==> config.mk <==
export PLATFORM = sky130hd
export DESIGN_NAME = i2s_tx
export DESIGN_NICKNAME = d
export VERILOG_FILES = /design/src/rtl/i2s_pkg.sv /design/src/rtl/i2s_clkgen.sv /design/src/rtl/i2s_tx.sv
export SDC_FILE = /design/constraint.sdc
export NUM_CORES = 1
export LEC_CHECK = 0
export CAP_MARGIN = 5
export CELL_PAD_IN_SITES_DETAIL_PLACEMENT = 1
export CELL_PAD_IN_SITES_GLOBAL_PLACEMENT = 1
export CORE_UTILIZATION = 33
export DETAILED_ROUTE_END_ITERATION = 6
export DONT_BUFFER_PORTS = 1
export PLACE_DENSITY_LB_ADDON = 0.3
export SYNTH_ARGS = -nofsm -noshare
export SYNTH_HDL_FRONTEND = slang
export SYNTH_SLANG_ARGS = --single-unit
==> constraint.sdc <==
create_clock -name clk -period 4.5 [get_ports clk]
set_input_delay 0.675 -clock clk [delete_from_list [all_inputs] [get_ports clk]]
set_output_delay 0.675 -clock clk [all_outputs]
set_load 0.05 [all_outputs]
==> src/rtl/i2s_pkg.sv <==
// Shared I2S definitions for the transmitter and receiver: default geometry and stereo sample types.
package i2s_pkg;

   localparam int WIDTH_DEF = 24;
   localparam int SLOT_DEF  = 32;

   typedef logic signed [WIDTH_DEF-1:0] sample_t;

   typedef struct packed {
      sample_t left;
      sample_t right;
   } stereo_t;

endpackage

==> src/rtl/i2s_clkgen.sv <==
// I2S frame timing: frame counter plus registered scki/bck/lrck, aligned to cnt; exports bit index, phase and frame_end.
// I2S_TX_LEFT_JUSTIFIED_EN inverts lrck (1 = left).
module i2s_clkgen import i2s_pkg::*; #(
   parameter  int SLOT        = SLOT_DEF,
   parameter  int CLK_PER_BCK = 8,
   localparam int FRAME       = 2 * SLOT * CLK_PER_BCK,
   localparam int CW          = $clog2(FRAME),
   localparam int PW          = $clog2(CLK_PER_BCK),
   localparam int BW          = CW - PW
) (
   input  logic          clk,
   input  logic          reset,
   output logic [BW-1:0] b,
   output logic [PW-1:0] p,
   output logic          frame_end,
   output logic          scki,
   output logic          bck,
   output logic          lrck
);

   logic [CW-1:0] cnt;
   logic [CW-1:0] cnt_nxt;
   logic [BW-1:0] b_nxt;
   logic          lrck_nxt;

   assign frame_end = (cnt == CW'(FRAME - 1));
   assign cnt_nxt   = frame_end ? '0 : cnt + CW'(1);
   assign b_nxt     = cnt_nxt[CW-1:PW];
   assign b         = cnt[CW-1:PW];
   assign p         = cnt[PW-1:0];

`ifdef I2S_TX_LEFT_JUSTIFIED_EN
   assign lrck_nxt = (b_nxt < BW'(SLOT));
`else
   assign lrck_nxt = (b_nxt >= BW'(SLOT));
`endif

   // Clock outputs are decoded from the next count so they line up with cnt.
   always_ff @(posedge clk) begin
      if (!reset) begin
         cnt  <= '0;
         scki <= 1'b0;
         bck  <= 1'b0;
         lrck <= 1'b0;
      end else begin
         cnt  <= cnt_nxt;
         scki <= cnt_nxt[0];
         bck  <= cnt_nxt[PW-1];
         lrck <= lrck_nxt;
      end
   end

endmodule

==> src/rtl/i2s_tx.sv <==
// I2S transmitter: hold + active double buffer, MSB-first serialisation; left MSB on dout at cnt==CLK_PER_BCK of the frame after acceptance.
// sample_ready is low while the hold register is full; I2S_TX_LEFT_JUSTIFIED_EN selects left-justified framing.
module i2s_tx import i2s_pkg::*; #(
   parameter int WIDTH       = WIDTH_DEF,
   parameter int SLOT        = SLOT_DEF,
   parameter int CLK_PER_BCK = 8
) (
   input  logic             clk,
   input  logic             reset,
   input  logic             sample_valid,
   output logic             sample_ready,
   input  logic [WIDTH-1:0] left,
   input  logic [WIDTH-1:0] right,
   output logic             dout,
   output logic             bck,
   output logic             lrck,
   output logic             scki,
   output logic             underrun
);

   localparam int PW = $clog2(CLK_PER_BCK);
   localparam int BW = $clog2(2 * SLOT);

   typedef struct packed {
      logic signed [WIDTH-1:0] left;
      logic signed [WIDTH-1:0] right;
   } pair_t;

   logic [BW-1:0]    b;
   logic [PW-1:0]    p;
   logic             frame_end;
   logic             hold_full;
   logic             hold_full_nxt;
   logic             accept;
   pair_t            hold;
   pair_t            active;
   pair_t            active_nxt;
   logic [BW-1:0]    b_nxt;
   logic [BW-1:0]    s_nxt;
   logic             right_nxt;
   logic [WIDTH-1:0] word_nxt;
   logic [WIDTH-1:0] shifted;
   logic             in_range;
   logic             bit_nxt;

   i2s_clkgen #(
      .SLOT        (SLOT),
      .CLK_PER_BCK (CLK_PER_BCK)
   ) u_clkgen (
      .clk       (clk),
      .reset     (reset),
      .b         (b),
      .p         (p),
      .frame_end (frame_end),
      .scki      (scki),
      .bck       (bck),
      .lrck      (lrck)
   );

   assign accept        = sample_valid && sample_ready;
   assign hold_full_nxt = accept || (hold_full && !frame_end);

   always_comb begin
      active_nxt = active;
      if (frame_end) active_nxt = hold_full ? hold : '0;
   end

   // Next bit position; only consumed on the last phase of a bck period.
   assign b_nxt     = frame_end ? '0 : b + BW'(1);
   assign right_nxt = (b_nxt >= BW'(SLOT));
   assign s_nxt     = right_nxt ? b_nxt - BW'(SLOT) : b_nxt;
   assign word_nxt  = right_nxt ? active_nxt.right : active_nxt.left;

`ifdef I2S_TX_LEFT_JUSTIFIED_EN
   assign shifted  = word_nxt << s_nxt;
   assign in_range = (s_nxt < BW'(WIDTH));
`else
   assign shifted  = word_nxt << (s_nxt - BW'(1));
   assign in_range = (s_nxt != '0) && (s_nxt <= BW'(WIDTH));
`endif

   assign bit_nxt = in_range && shifted[WIDTH-1];

   always_ff @(posedge clk) begin
      if (!reset) begin
         hold         <= '0;
         active       <= '0;
         hold_full    <= 1'b0;
         sample_ready <= 1'b0;
         underrun     <= 1'b0;
         dout         <= 1'b0;
      end else begin
         if (accept) hold <= {left, right};
         hold_full    <= hold_full_nxt;
         sample_ready <= !hold_full_nxt;
         active       <= active_nxt;
         underrun     <= frame_end && !hold_full;
         if (p == PW'(CLK_PER_BCK - 1)) dout <= bit_nxt;
      end
   end

endmodule

## Word level (Yosys, flattened, before mapping)

Index checks and enable logic that the tools add are counted.

- Flip-flop bits (word level): 112
- Bits of input ports: 51
- Output and inout port bits: 6

- Add/subtract/negate cells: 4
- Bitwise gates (word level): 1
- Reduce and logical (&&, ||, !) cells: 11
- $lt $le $gt $ge: 3
- Shifts and indexed selects: 1
- Multiplexer cells: 6
- Equal/unequal tests: 2

Operators with widths:

| cell | number |
|---|---|
| $mux 48 | 2 |
| $mux 24 | 1 |
| $shl 24x6->24 | 1 |
| $ge 6x6->1 const B | 2 |
| $mux 6 | 2 |
| $add 9x1->9 const B | 1 |
| $eq 9x9->1 const B | 1 |
| $mux 9 | 1 |
| $add 6x1->6 const B | 1 |
| $le 6x5->1 const B | 1 |
| $reduce_bool 6->1 | 1 |
| $sub 6x1->6 const B | 1 |
| $sub 6x6->6 const B | 1 |
| $logic_and 1x1->1 | 5 |
| $eq 3x3->1 const B | 1 |
| $logic_not 1->1 | 3 |
| $reduce_or 2->1 | 1 |
| $logic_or 1x1->1 | 1 |
| $not 1->1 | 1 |

## Longest topological paths before layout

Gate-level depths: netlist (run 1).

- Depth in word-level cells: 7
- Gate-level depth with buffers: 16

## Cells and area by module

Synthesis (run 1) repeated with hierarchy kept, for this count alone.

- Cell total of the unflattened synthesis: 604
- Area, all modules: 4917.2 um^2

By module, submodules not included:

| module | area an instance (um^2) | times used | cells each | sequential area each (um^2) |
|---|---|---|---|---|
| i2s_tx | 4511.8 | 1 | 559 | 2001.9 |
| i2s_clkgen | 405.4 | 1 | 45 | 180.2 |

## Worst setup path before layout (run 1)

OpenSTA, ideal clock, no wires.

- Kind: reg-to-reg
- Start point: reg u_clkgen.cnt[0]
- End point: reg dout
- Data required time: 4.379 ns
- Arrival: 3.459 ns
- Setup time: 0.121 ns
- Clock period less this slack: 3.581 ns
- Slack: 0.919 ns
- Cell stages (with the launch flop): 17
- Cells stage by stage: dfxtp_1 > ha_1 > nand2_1 > nor3_1 > ha_1 > buf_4 > clkbuf_1 > nand2b_1 > ha_1 > dlygate4sd1_1 > nor2_1 > a22oi_1 > o21ai_0 > nor2_1 > o311ai_0 > o211a_1 > a31oi_1

- Word-level cells in the longest chain between the ends: 7

RTL lines:

| what | RTL line | text |
|---|---|---|
| start: declaration | i2s_clkgen.sv:21 | `logic [CW-1:0] cnt;` |
| start signal: assignment | i2s_clkgen.sv:46 | `cnt <= cnt_nxt;` |
| $eq 9x9->1 | i2s_clkgen.sv:26 | `assign frame_end = (cnt == CW'(FRAME - 1));` |
| $mux 6 | i2s_tx.sv:69 | `assign b_nxt = frame_end ? '0 : b + BW'(1);` |
| $sub 6x6->6 or $ge 6x6->1 (tied branches) | i2s_tx.sv:71, i2s_tx.sv:70 |  |
| $mux 6 | i2s_tx.sv:71 | `assign s_nxt = right_nxt ? b_nxt - BW'(SLOT) : b_nxt;` |
| $sub 6x1->6 (tied with other cells) | i2s_tx.sv:78 | `assign shifted = word_nxt << (s_nxt - BW'(1));` |
| $shl 24x6->24 or $logic_and 1x1->1 (tied branches) | i2s_tx.sv:78, i2s_tx.sv:79 |  |
| $logic_and 1x1->1 | i2s_tx.sv:82 | `assign bit_nxt = in_range && shifted[WIDTH-1];` |
| end signal: assignment | i2s_tx.sv:98 | `if (p == PW'(CLK_PER_BCK - 1)) dout <= bit_nxt;` |
| end: declaration | i2s_tx.sv:14 | `output logic dout,` |

Parallel ways exist; a longest one is shown, timed or not.
A chain may end at the register's enable or synchronous reset.

## Worst setup path after layout (run 1)

- Start point: reg u_clkgen.cnt[3]
- End point: reg dout

- Word-level cells in the longest chain between the ends: 7

RTL lines:

| what | RTL line |
|---|---|
| $add 6x1->6 or $eq 9x9->1 (tied branches) | i2s_tx.sv:69, i2s_clkgen.sv:26 |
| $mux 6 | i2s_tx.sv:69 |
| $sub 6x6->6 or $ge 6x6->1 (tied branches) | i2s_tx.sv:71, i2s_tx.sv:70 |
| $mux 6 | i2s_tx.sv:71 |
| $sub 6x1->6 (tied with other cells) | i2s_tx.sv:78 |
| $shl 24x6->24 or $logic_and 1x1->1 (tied branches) | i2s_tx.sv:78, i2s_tx.sv:79 |
| $logic_and 1x1->1 (*) | i2s_tx.sv:82 |

Every way passes the cells marked *; elsewhere a longest branch is shown, timed or not.

==> impl_metrics.toml, run 1 <==
[outcome]
run_status = "completed"

[route]
ant_nets = 0
totalWireLength_um = 12500
viasPerCell = 5.07
wl_per_cell_um = 16.5
drtPass1Iterations = 4
vias = 3850
detailedRoute.firstIterationViolations = 135
drc_errors = 0

[cts]
clock-sinks = 109
clockBufferDepth = 2
htreeDepth = 3
cts_hold_buf = 0
clock-root-buffer = "clkbuf_16"
cts_made_buffers = 9
clk_pin_slew_ns = 0.08
clkLatencyLatePin_ns = 0.36
postCtsSetupBuffers = 0
ctsResizeCount = 0
cts_tree = "done"

[floorplanning]
fp.dieW_um = 125
io_pins = 57
die_h_um = 125
initial_core_util_pct = 33.9
die_area_um2 = 15500
core_um2 = 14600
std_cell_rows = 44

[critical_path]
critPathKind = "reg2reg"
crit_path_end = "dout"
r2r_cells = 13
cp_max_fo = 10
rr_endpoint = "dout"
worstPathRequired_ns = 4.78
r2r-start = "u_clkgen.cnt[3]"
cp.arrival_ns = 3.85
critPathLaunchType = "register"
worstSetupStartpoint = "u_clkgen.cnt[3]"
end_kind = "register"
reg2reg_slack_ns = 0.93

[logic_synthesis]
synth-simple-area-share_pct = 26.2
ys_seq_area_share_pct = 44.1
synthTopCellsByCount = "127 x nand2_1, 109 x dfxtp_1, 65 x a21boi_0"
ys_warn_count = 0
synth_most_common_cell = "nand2_1"
postSynthAreaPerCell_um2 = 8.38
synth-seq-cells = 109
syn-instance-count = 591
synthTopCellsByArea = "dfxtp_1 44%, a21boi_0 9.9%, nand2_1 9.6%"
synth_top_family_by_area = "simple AND/OR/NAND/NOR gates"
synth_compound_area_share_pct = 18.5
synthAdderAreaFrac_pct = 1.77
async_reset_ff_share_pct = 0
netlist.area_leader.share_pct = 44.1
synth_area_um2 = 4950
syn_nets = 649
synthFlopType = "dfxtp_1"
synth_edf_count = 0
ys_types = 61
synthXorXnorAreaFrac_pct = 1.72
yosys-mux-area-fraction_pct = 2.93
synth_top_area_cell = "dfxtp_1"

[sta]
worstMarginPinSlew_ns = 0.735
finalHoldViolCount = 0
drv_slew = 0
fin_crit_sh_pct = 79.3
skew_ns = 0.0129
timing.hold.ws_ns = 0.457
setup_violations = 0
fin_setup_tns_ns = 0
grt_setup_unrepaired = "false"
finalCriticalPeriod_ns = 3.57
clock.fmax_mhz = 280
relSlewSlack_pct = 50.9

[global_route]
grtUsageTotal_pct = 17.0
grt_use_met2_pct = 27.3
grt_antenna_before_repair = 0
grt_pass1_vias = 4003
grt_max_degree = 106
overflow = 0
grt_pass1_wl_um = 21000
use_met3_pct = 3.78
gr-usage-met1_pct = 22.8
grt.busiest_layer = "met2"

[pwr]
p_per_area_nw_per_um2 = 355
irDropWorstVdd_uv = 230
p_leak_nw = 1.93

[layout]
seq_area_um2 = 2180
fillers = 1691
final_area_um2 = 5390
final_util_pct = 36.9
diodes = 0
fin_nets = 628
layout-drive-gt1-share_pct = 7.48
multi_input_area_um2 = 2540
area_growth_pct = 8.74

[run]
max-cap-violations = 0

[hold_path]
min_from = "right[10]"
worstHoldPathType = "in2reg"

[placement]
place.gp.congestion = 0.831
place_area_um2 = 5080
place_hpwl_um = 8910
numPortBuffers = 0
==> through the flow <==
stage,setup slack (ns),std cells,power (mW)
floorplan,0.919,591,1.10
global placement,1.06,743,1.11
detailed placement,0.959,743,1.11
CTS,0.897,759,1.94
global route,0.619,759,1.99
finish,0.934,759,1.91
==> critical path, cell delays in order (launching register included) <==
cell      delay [ns]
dfxtp_1         0.51
nand3_4         0.16
nor3_1          0.32
ha_1            0.36
nor2_2          0.14
inv_2           0.19
ha_1            0.25
inv_1           0.12
xnor2_2         0.38
nor2_2          0.10
o21ai_1         0.12
o311ai_1        0.13
or4_1           0.56
a31oi_1         0.16
==> registers in the layout, indices dropped and copies added, names as in the netlist <==
signal        count
dout              1
hold_full         1
underrun          1
u_clkgen.cnt      9
active           48
sample_ready      1
hold             48
==> how the worst min path moves through the flow <==
stage	end	slack, ns	cells past startpoint
floorplan	hold[41]	0.44	2
global placement	hold[25]	0.45	2
detailed placement	hold[36]	0.46	2
CTS	active[7]	0.44	1
global route	hold[22]	0.45	2
finish	hold[10]	0.46	2
==> cells in the final DEF (no fill, tap or decap), types with 2 or more instances in the layout <==
master     Yosys  final
a21boi_0      65     65
a21oi_1       23     23
a221o_1        2      2
a31oi_1        2      2
and2_1        18     18
and3_1        19     19
and3b_1        2      2
buf_4          2      9
clkbuf_16      0      9
dfxtp_1      109    109
ha_1           7      6
inv_1         15     15
mux2_4         2      2
mux2i_1        9      9
nand2_1      127    127
nand2b_1       2      2
nand3_1       35     35
nand4_1        3      3
nor2_1        19     19
nor2_2         3      3
nor2b_1       19     19
nor3_1         2      2
o211ai_1       2      2
o21ai_0       21     21
o21ai_1        2      2
o32ai_1        2      2
or3_1          5      5
xnor2_1        2      2
xnor2_2        2      2
xor2_1         4      4
==> where the power goes <==
group	switching, mW	internal [mW]
combinational	0.0470	0.0308
sequential	0.0205	0.988
clock	0.370	0.454
==> area by class of cell <==
class / count / area share, %
sequential: 109 / 40.5
tap: 184 / 4.28
timing repair buffer: 9 / 1.25
inverter: 16 / 1.12
clock inverter: 5 / 1.23
multi-input combinational: 425 / 47.1
clock buffer: 11 / 4.51
==> metal layers <==
layer | up-vias | wire length, um
met5 | - | 0
met4 | 0 | 147
met3 | 10 | 352
met2 | 49 | 5740
met1 | 1840 | 6270
li1 | 1951 | -
==> kinds of logic after synthesis <==
group                    Yosys count
AO/OA/AOI/OAI                    133
XOR/XNOR                           8
adder cells (fa/ha/maj)            7
buffers and inverters             57
flip-flops                       109
multiplexers                      13
AND/OR/NAND/NOR                  264
(Power assumes the default switching activity.)
==> run 2: changes to the inputs <==
==> constraint.sdc (replaced) <==
create_clock -name clk -period 3.25 [get_ports clk]
set_input_delay 0.4875 -clock clk [delete_from_list [all_inputs] [get_ports clk]]
set_output_delay 0.4875 -clock clk [all_outputs]
set_load 0.05 [all_outputs]
==> run 2 against run 1 <==
Die area unchanged. Combinational power up 38%. Final cell count up 1.4%. Critical path depth down 1. Count of clock-buffer cells in the layout unchanged. Power up 35%. Register-to-register slack worse by 0.67 ns. Clock skew down 0.0058 ns. Core utilization up 0.73 points. Hold slack worse by 0.21 ns. Flip-flop and latch count unchanged. Largest cell class unchanged.
==> impl_metrics.toml, run 2 (synthesis gave the netlist of run 1 again) <==
[cts]
htreeDepth = 3
clkLatencyLatePin_ns = 0.36
clockBufferDepth = 2
clock-root-buffer = "clkbuf_16"
clk_pin_slew_ns = 0.08
cts_made_buffers = 9
cts_hold_buf = 0
clock-sinks = 109
cts_tree = "done"

[route]
vias = 3963
drc_errors = 0
detailedRoute.firstIterationViolations = 153
wl_met2_um = 6110
routed.top_layer = "met4"
wl_met3_um = 428
ant_nets = 0
viasPerCell = 5.15
wl_per_cell_um = 16.9
drtPass1Iterations = 4
totalWireLength_um = 13000
wl_met1_um = 6240

[floorplanning]
die_h_um = 125
die_area_um2 = 15500
initial_core_util_pct = 33.9
std_cell_rows = 44
fp.dieW_um = 125
io_pins = 57
core_um2 = 14600

[critical_path]
reg2reg_slack_ns = 0.26
critPathKind = "reg2reg"
cp_common_cell = "buf_4"
rr_endpoint = "dout"
path_delay_family = "simple AND/OR/NAND/NOR gates"
cp.arrival_ns = 3.28
crit_buf_inv = 2
cpPeakStageDelay_ns = 0.50
critical-path-slowest-cell = "or4_1"
r2r_cells = 12
end_kind = "register"
worstSetupStartpoint = "u_clkgen.cnt[1]"
r2r-start = "u_clkgen.cnt[1]"
critPathLaunchType = "register"
worstPathRequired_ns = 3.54
cp_max_fo = 27
crit_chain = "ha_1, nand2_1, nor3_2, ha_2, buf_4, buf_4, and3_1, a21oi_1, o21ai_0, o32ai_1, or4_1, a31oi_1"

[layout]
layout_commonest_cell = "nand2_1"
fillers = 1707
fin_nets = 639
final_area_um2 = 5490
layout-drive-gt1-share_pct = 10.1
diodes = 0
area_growth_pct = 10.9
final_cell_mix = "127 x nand2_1, 107 x dfxtp_1, 65 x a21boi_0"
largest_registers = "active x48, hold x48, u_clkgen.cnt x9"

[global_route]
grt_antenna_before_repair = 0
grt_max_degree = 106
grt_pass1_wl_um = 21600
overflow = 0
grtUsageTotal_pct = 17.6
grt_pass1_vias = 4027

[sta]
setup_violations = 0
fin_ws_ns = 0.263
worstMarginPinSlew_ns = 0.840
drv_slew = 0
grt_setup_unrepaired = "false"
skew_ns = 0.00714
relSlewSlack_pct = 43.9
finalHoldViolCount = 0
fin_setup_tns_ns = 0
clock.fmax_mhz = 335
finalCriticalPeriod_ns = 2.99
fin_crit_sh_pct = 91.9

[pwr]
p_per_area_nw_per_um2 = 471
irDropWorstVdd_uv = 461
p_leak_nw = 1.98

[placement]
preCtsSetupSlack_ns = 0.125
place_hpwl_um = 9350
place.gp.congestion = 0.825
place_area_um2 = 5160
numPortBuffers = 0

[hold_path]
holdPathStages = 2
worstHoldPathType = "in2reg"
hold_end = "underrun"
min_from = "reset"

[run]
max-cap-violations = 0

[outcome]
run_status = "completed"
## run 2: cell count changes in the layout (fill, tap and decap cells not counted), sizes merged
cell,before,now
bufinv,1,0
buf,9,20
clkinv,1,3
clkinvlp,1,0
## run 2: final cells by class
type | count | area (um2) | share of cell area (%)
Timing Repair Buffer | 20 | 150 | 2.73
Clock buffer | 11 | 243 | 4.42
Multi-Input combinational cell | 425 | 2580 | 47.0
Clock inverter | 5 | 42.5 | 0.775
Inverter | 16 | 60.1 | 1.09
Sequential cell | 109 | 2190 | 39.8
Tap cell | 184 | 230 | 4.19
## run 2: per-stage QoR
step | power, mW | instances | utilization (%) | hold slack [ns]
after floorplan | 1.52 | 591 | - | 0.439
after global placement | 1.53 | 753 | 35.3 | 0.456
after CTS | 2.63 | 769 | 37.3 | 0.235
after global routing | 2.70 | 770 | 37.6 | 0.255
after detailed placement | 1.54 | 753 | 35.3 | 0.457
final | 2.59 | 770 | 37.6 | 0.246
## run 2: worst max path at each step
stage,endpoint,slack (ns),cells after the start
final,dout,0.26,12
after floorplan,dout,0.04,16
after CTS,dout,0.09,13
after detailed placement,dout,0.12,13
after global placement,dout,0.19,13
after global routing,dout,0.003,12
## run 2: power breakdown
part	switching (mW)	internal, mW
Clock	0.530	0.552
Sequential	0.0298	1.37
Combinational	0.0630	0.0435
Total	0.623	1.96
## run 2: worst reg2reg max path, delay by kind of cell (launching register included)
kind	cells	cell delay, ns
AND/OR/NAND/NOR	4	1.00
buffers and inverters	2	0.42
adder cells (fa/ha/maj)	2	0.44
flip-flops	1	0.36
AO/OA/AOI/OAI	4	0.71
## run 2: what timing repair did
action	4_1_cts	5_1_grt
endpoints found under the setup margin	0	1
resized for setup	0	6
buffers inserted	0	1
## run 2: routing by layer
metal	track usage, %	up-vias
met5	0	-
met1	22.2	1918
met4	4.75	0
met2	29.4	56
li1	-	1975
met3	4.81	14
